==> src/rtl/sub64.sv <==
// Registered 64-bit ripple-carry subtractor (a + ~b + 1) with carry/no-borrow flag.
// Define SUB64_OVF_EN to add the registered signed-overflow output ovf.
module sub64 #(
  parameter int WIDTH = 64
) (
  input  logic             clk,
  input  logic             rst,
  input  logic             valid_in,
  input  logic [WIDTH-1:0] a,
  input  logic [WIDTH-1:0] b,
  output logic [WIDTH-1:0] out,
  output logic             c,
`ifdef SUB64_OVF_EN
  output logic             valid_out,
  output logic             ovf
`else
  output logic             valid_out
`endif
);

  logic [WIDTH-1:0] nb;
  logic [WIDTH-1:0] s;
  logic [WIDTH:0]   k;

  assign nb   = ~b;
  assign k[0] = 1'b1;

  // One full-adder cell per bit; the carry ripples from bit 0 upward.
  for (genvar i = 0; i < WIDTH; i++) begin : g_fa
    assign s[i]   = a[i] ^ nb[i] ^ k[i];
    assign k[i+1] = (a[i] & nb[i]) | (a[i] & k[i]) | (nb[i] & k[i]);
  end

  // Results only load on valid_in, so idle-cycle junk on a/b never reaches the outputs.
  always_ff @(posedge clk or posedge rst) begin
    if (rst) begin
      out       <= '0;
      c         <= 1'b0;
      valid_out <= 1'b0;
`ifdef SUB64_OVF_EN
      ovf       <= 1'b0;
`endif
    end else begin
      valid_out <= valid_in;
      if (valid_in) begin
        out <= s;
        c   <= k[WIDTH];
`ifdef SUB64_OVF_EN
        ovf <= k[WIDTH-1] ^ k[WIDTH];
`endif
      end
    end
  end

endmodule

==> config.mk <==
export PLATFORM = sky130hd
export DESIGN_NAME = sub64
export DESIGN_NICKNAME = d
export VERILOG_FILES = /design/src/rtl/sub64.sv
export SDC_FILE = /design/constraint.sdc
export NUM_CORES = 1
export LEC_CHECK = 0
export CORE_ASPECT_RATIO = 1.5
export CORE_MARGIN = 3
export CORE_UTILIZATION = 25
export DETAILED_ROUTE_END_ITERATION = 6
export GPL_TIMING_DRIVEN = 1
export HOLD_SLACK_MARGIN = 0.08
export PLACE_DENSITY_LB_ADDON = 0.3
export SETUP_SLACK_MARGIN = 0.1
export SLEW_MARGIN = 20
export SYNTH_ARGS = -nofsm -noshare
export SYNTH_HDL_FRONTEND = slang
export SYNTH_SLANG_ARGS = --single-unit
==> constraint.sdc <==
create_clock -name clk -period 1.8 [get_ports clk]
set_input_delay 0.27 -clock clk [delete_from_list [all_inputs] [get_ports clk]]
set_output_delay 0.27 -clock clk [all_outputs]
set_load 0.005 [all_outputs]
==> results.tsv, run 1 <==
stage	metric	value	unit
run_status	outcome	finished with violations	
run_status	failing checks	setup timing	
setup_path	CP required	2.01	ns
global_routing	pin count of the biggest net entering global routing	67	
global_routing	GR Overflow Total	0	
power_and_ir_drop	Pleak	0.002940	uW
timing	post-route setup slack	-20.95	ns
detailed_routing	Residual DRC	0	
timing	Fin. Hold Viols	0	
clocking	TritonCTS Buffers	9	
floorplan	DIE AREA	0.01756	mm2
detailed_routing	Pre-antenna DRT Iters	4	
clocking	maximum clock insertion buffer count	2	
floorplan	top-level port count	197	
logic_synthesis	Cell Area, Synth	0.003995	mm2
logic_synthesis	post-synth top area cell	dfrtp_1	
detailed_routing	DR vias	2960	
floorplan	Die Span Y	160.8	um
power_and_ir_drop	maximum vdd drop	368.6	uV
clocking	CTS tree	built	
setup_path	critical path class	input port to flop	
detailed_routing	DR WL/cell	14.54	um
power_and_ir_drop	Switch Pwr	1552	uW
setup_path	Crit Path Max Fanout	1	
place	Post-Place Worst Slack	-21.92	ns
cells_and_area	fin nets	729	
clocking	Reg clk slew, reported paths	0.06	ns
power_and_ir_drop	PwrDens	835.3	mW/mm2
floorplan	Die X	109.2	um
timing	Fmax	43.95	MHz
global_routing	initial antenna violation count	0	
detailed_routing	post-route ant nets	0	
logic_synthesis	yosys warns	0	
run	Max Cap Viol	0	
setup_path	Max stage delay on crit path	0.39	ns
power_and_ir_drop	overall power	5661	uW
logic_synthesis	post-synthesis net count	530	
setup_path	Critical-path top delay cell	fa_1	
place	IO buf count	196	
logic_synthesis	Synth cell types	12	
logic_synthesis	#FFs+latches synth	66	
timing	worst hold slack	0.2189	ns
detailed_routing	Routed WL	10.79	mm
place	Post-DP HPWL	8.515	mm
logic_synthesis	Seq/Total Area, Yosys	41.34	%
floorplan	Core Area	0.01563	mm2
floorplan	initial core utilization	25.57	%
timing	RSZ-0062 raised after global routing	true	
setup_path	crit-path most repeated cell	fa_2	
place	routability cong.	0.7175	
cells_and_area	Core Util, Final	43.38	%
setup_path	startpoint types	input port	
cells_and_area	most frequent cells in the layout	clkdlybuf4s50_1, inv_1, dfrtp_1, fa_2, nor2_1	
timing	final worst path period share	1264	%
power_and_ir_drop	Int Pwr	4109	uW
global_routing	first-pass GRT wire length	17.27	mm
clocking	clock sinks	66	
clocking	CTS H-Tree Depth	3	
cells_and_area	fillers	1497	
floorplan	FP Rows	56	
cells_and_area	n_diodes	0	
logic_synthesis	Synth top area share	41.34	%
logic_synthesis	Area contributors post-synth	dfrtp_1, fa_1, inv_1, mux2i_1, a21oi_1	
detailed_routing	Initial DRC Count	82	
setup_path	Crit. End Element	flop	
cells_and_area	commonest non-fill, non-tap cell in the layout	clkdlybuf4s50_1	
detailed_routing	DR vias/cell	3.989	
timing	clock skew	0	ns
clocking	Root Buffer	clkbuf_16	
min_path	min-delay worst type	input port to flop	
power_and_ir_drop	clock share of power	31.1	%
power_and_ir_drop	Sw Ratio	27.42	%
timing	slew at the pin with the worst max-slew slack	0.5675	ns
logic_synthesis	syn avg cell area	11.93	um2
timing	relative slew slack	62.16	%
timing	Max Slew Vio Count	0	
cells_and_area	share of layout cells above drive strength 1	22.63	%
timing	fin crit period	22.75	ns
power_and_ir_drop	sequential group share of total power	34.8	%
clocking	Clock Latency Late Sink	0.32	ns
logic_synthesis	Post-Synthesis Cells	335	
timing	setup violators final	61	
global_routing	GRT Util Overall	12.84	%
power_and_ir_drop	Gate power share	34.1	%
cells_and_area	Syn-to-layout area delta	69.65	%
global_routing	vias in the first global route	3446	
setup_path	Critical Path AT	22.96	ns
[registers in the layout, summed over array words and instances (netlist names)]
name,flops
out,64
valid_out,1
c,1
[synth_stat cells]
cell type,count
mux2i_1,30
nor2_1,33
dfrtp_1,66
mux2_2,1
fa_1,63
buf_6,5
a21oi_1,33
buf_4,3
mux2_4,1
inv_1,96
buf_2,3
ha_1,1
[worst max-delay path, delay by kind of cell]
| kind | cells | cell delay (ns) |
|---|---|---|
| muxes | 1 | 0.26 |
| buffers and inverters | 3 | 0.18 |
| adders and majority gates | 64 | 22.20 |
[cells by family (layout without fill, tap and decap cells)]
logic type / Yosys count / count (layout) / share of synthesized area (%)
AOI/OAI and AO/OA: 33 / 33 / 4.134
adders and majority gates: 64 / 64 / 31.88
buffers and inverters: 107 / 311 / 11.37
DFF: 66 / 66 / 41.34
muxes: 32 / 32 / 8.174
and+or+nand+nor: 33 / 33 / 3.101
[metal layers]
layer	global-route usage, %	wire, um	vias up
met5	0	0	-
met4	4.084	129	0
met3	4.383	971	9
met2	22.65	5831	113
met1	14.31	3854	1464
li1	-	-	1374
[what timing repair did]
| item | 4_1_cts | 5_1_grt |
|---|---|---|
| endpoints found under the setup margin | 63 | 61 |
| resized for setup | 47 | 5 |
| hold buffers | 0 | 0 |
| setup buffers | 0 | 0 |
[power by group through the flow]
stage               registers [uW]  clock network (uW)  logic [uW]
detailed placement            1990                   0        1870
global placement              1990                   0        1840
global route                  2010                1910        2160
CTS                           1980                1860        1970
floorplan                     2010                   0         652
finish                        1970                1760        1930
[worst paths after layout]
path,startpoint,endpoint,slack [ns],cells past startpoint
setup / recovery,a[0],out[63]$_DFFE_PP0P_,-20.95,68
hold / removal,b[0],out[0]$_DFFE_PP0P_,0.22,3
setup reg to reg,c$_DFFE_PP0P_,c$_DFFE_PP0P_,1.05,1
hold reg to reg,out[63]$_DFFE_PP0P_,out[63]$_DFFE_PP0P_,0.51,1
max in group asynchronous,rst,out[57]$_DFFE_PP0P_,1.09,3
min in group asynchronous,rst,out[15]$_DFFE_PP0P_,0.41,3
[area by class of cell]
type | instances | area [um2] | area share [%]
well taps | 203 | 254.0 | 3.747
clock buffers | 12 | 246.5 | 3.637
multi-input cells | 162 | 2177 | 32.12
flip-flops and latches | 66 | 1652 | 24.37
repair buffers | 199 | 2021 | 29.81
clock inverters | 4 | 51.30 | 0.7569
inverters | 96 | 376.6 | 5.557
[per-stage QoR]
step	instance area, um2	setup TNS, ns	cells
global route	6778	-665.97	742
floorplan	4177	-640.35	335
detailed placement	6356	-707.09	726
global placement	6356	-700.90	726
finish	6778	-649.32	742
CTS	6768	-650.54	742
No activity file was read; power rests on OpenSTA's default activity.
==> run 2, diff against run 1 <==
--- a/config.mk
+++ b/config.mk
@@ -5,6 +5,7 @@
 export SDC_FILE = /design/constraint.sdc
 export NUM_CORES = 1
 export LEC_CHECK = 0
+export CAP_MARGIN = 20
 export CORE_ASPECT_RATIO = 1.5
 export CORE_MARGIN = 3
 export CORE_UTILIZATION = 25
==> constraint.sdc (replaced) <==
create_clock -name clk -period 19.9 [get_ports clk]
set_input_delay 2.985 -clock clk [delete_from_list [all_inputs] [get_ports clk]]
set_output_delay 2.985 -clock clk [all_outputs]
set_load 0.005 [all_outputs]
==> results.tsv, run 2 (synthesis gave the netlist of run 1 again) <==
stage	metric	value	unit
power_and_ir_drop	Switch Pwr	137.7	uW
setup_path	startpoint types	input port	
timing	Max Slew Vio Count	0	
timing	fin crit period	25.53	ns
detailed_routing	Initial DRC Count	55	
clocking	Root Buffer	clkbuf_16	
setup_path	Critical Path AT	25.75	ns
detailed_routing	DR vias	2946	
place	routability cong.	0.7360	
cells_and_area	final cell count without fillers	741	
cells_and_area	fin nets	728	
timing	setup tns final	-51.00	ns
clocking	Reg clk slew, reported paths	0.06	ns
power_and_ir_drop	overall power	508.3	uW
setup_path	critical path class	input port to flop	
detailed_routing	DR WL/cell	14.33	um
floorplan	Die X	109.2	um
cells_and_area	most flop-heavy register	out	
global_routing	first-pass GRT wire length	16.97	mm
place	IO buf count	196	
cells_and_area	commonest non-fill, non-tap cell in the layout	clkdlybuf4s50_1	
power_and_ir_drop	Pleak	0.002916	uW
setup_path	Top delay family on crit path	adder cells	
global_routing	vias in the first global route	3325	
timing	final worst path period share	128.3	%
detailed_routing	Pre-antenna DRT Iters	4	
setup_path	CP bufs+invs	3	
min_path	min-delay worst type	flop to flop	
timing	RSZ-0062 raised after global routing	true	
timing	Fmax	39.17	MHz
power_and_ir_drop	sequential group share of total power	35.1	%
timing	relative slew slack	41.25	%
power_and_ir_drop	Gate power share	32.7	%
cells_and_area	Largest register FFs	64	
setup_path	Crit Reg-Reg Startpoint	c$_DFFE_PP0P_	
floorplan	FP Rows	56	
cells_and_area	largest registers	out x64, c x1, valid_out x1	
floorplan	initial core utilization	25.57	%
min_path	HP Start	out[52]$_DFFE_PP0P_	
clocking	CTS tree	built	
global_routing	pin count of the biggest net entering global routing	72	
detailed_routing	Routed WL	10.62	mm
floorplan	Core Area	0.01563	mm2
setup_path	Critical-path top delay cell	fa_1	
clocking	Clock Latency Late Sink	0.32	ns
clocking	clock sinks	66	
floorplan	top-level port count	197	
global_routing	GR Overflow Total	0	
timing	setup violators final	17	
power_and_ir_drop	Int Pwr	370.6	uW
run_status	failing checks	setup timing	
cells_and_area	most frequent cells in the layout	clkdlybuf4s50_1, inv_1, dfrtp_1, fa_2, nor2_1	
floorplan	Die Span Y	160.8	um
cells_and_area	n_diodes	0	
global_routing	initial antenna violation count	0	
timing	clock skew	0	ns
timing	slew at the pin with the worst max-slew slack	0.8813	ns
run	Max Cap Viol	0	
place	Post-DP HPWL	8.424	mm
power_and_ir_drop	PwrDens	76.33	mW/mm2
place	dpl cells	725	
cells_and_area	share of layout cells above drive strength 1	18.77	%
clocking	CTS H-Tree Depth	3	
power_and_ir_drop	maximum vdd drop	33.47	uV
detailed_routing	post-route ant nets	0	
detailed_routing	Residual DRC	0	
run_status	outcome	finished with violations	
timing	Fin. Hold Viols	0	
setup_path	Max stage delay on crit path	0.40	ns
timing	post-route setup slack	-5.632	ns
setup_path	CP required	20.11	ns
setup_path	origin of the worst setup path	a[0]	
detailed_routing	DR vias/cell	3.976	
setup_path	Crit Path Max Fanout	1	
clocking	TritonCTS Buffers	9	
clocking	maximum clock insertion buffer count	2	
power_and_ir_drop	clock share of power	32.2	%
setup_path	Crit. End Element	flop	
floorplan	DIE AREA	0.01756	mm2
global_routing	GRT Util Overall	12.62	%
setup_path	crit-path most repeated cell	fa_2	
clocking	Setup Fix Bufs, Post-CTS	0	
power_and_ir_drop	Sw Ratio	27.09	%
cells_and_area	Syn-to-layout area delta	66.68	%
run 2: stage by stage:
| stage | worst slack (ns) | utilization (%) | instance area (um2) | hold WS (ns) |
|---|---|---|---|---|
| 6_report | -5.632 | 42.62 | 6659 | 0.5084 |
| 5_1_grt | -6.168 | 42.62 | 6659 | 0.5309 |
| 4_1_cts | -5.736 | 42.59 | 6655 | 0.5170 |
| 3_5_place_dp | -6.630 | 40.37 | 6307 | 0.5099 |
| 3_3_place_gp | -6.475 | 40.37 | 6307 | 0.4993 |
| 2_1_floorplan | -5.128 | - | 4173 | 0.5053 |
run 2: final timing paths:
path / to / slack [ns] / depth (start not counted)
hold reg to reg: out[52]$_DFFE_PP0P_ / 0.51 / 2
setup / recovery: out[63]$_DFFE_PP0P_ / -5.63 / 68
max in group asynchronous: out[53]$_DFFE_PP0P_ / 16.07 / 3
hold / removal: out[52]$_DFFE_PP0P_ / 0.51 / 2
setup reg to reg: c$_DFFE_PP0P_ / 19.14 / 1
min in group asynchronous: out[12]$_DFFE_PP0P_ / 3.25 / 3
run 2: area by class of cell:
type	instances	area (um2)
inverter	96	372.9
tap	203	254.0
clock buffer	12	256.5
clock inverter	4	50.05
timing repair buffer	198	1976
multi-input combinational	162	2098
sequential	66	1652
fill	1520	8966
run 2: routing by layer:
| layer | vias to the layer above | GRT usage [%] | wire length (um) |
|---|---|---|---|
| li1 | 1373 | - | - |
| met1 | 1442 | 14.17 | 3891 |
| met2 | 122 | 21.64 | 5533 |
| met3 | 9 | 5.468 | 1080 |
| met4 | 0 | 3.403 | 110 |
| met5 | - | 0 | 0 |
run 2: power by group through the flow:
stage | registers (uW) | logic [uW] | clock network, uW
after floorplan | 182 | 59.0 | 0
after global placement | 180 | 164 | 0
after detailed placement | 181 | 167 | 0
after CTS | 179 | 171 | 170
after global routing | 182 | 188 | 176
final | 178 | 166 | 164
run 2: repair_timing:
item	CTS	global route
pin swaps	2	1
endpoints found under the setup margin	19	19
gates resized for setup	29	1
hold buffers	0	0
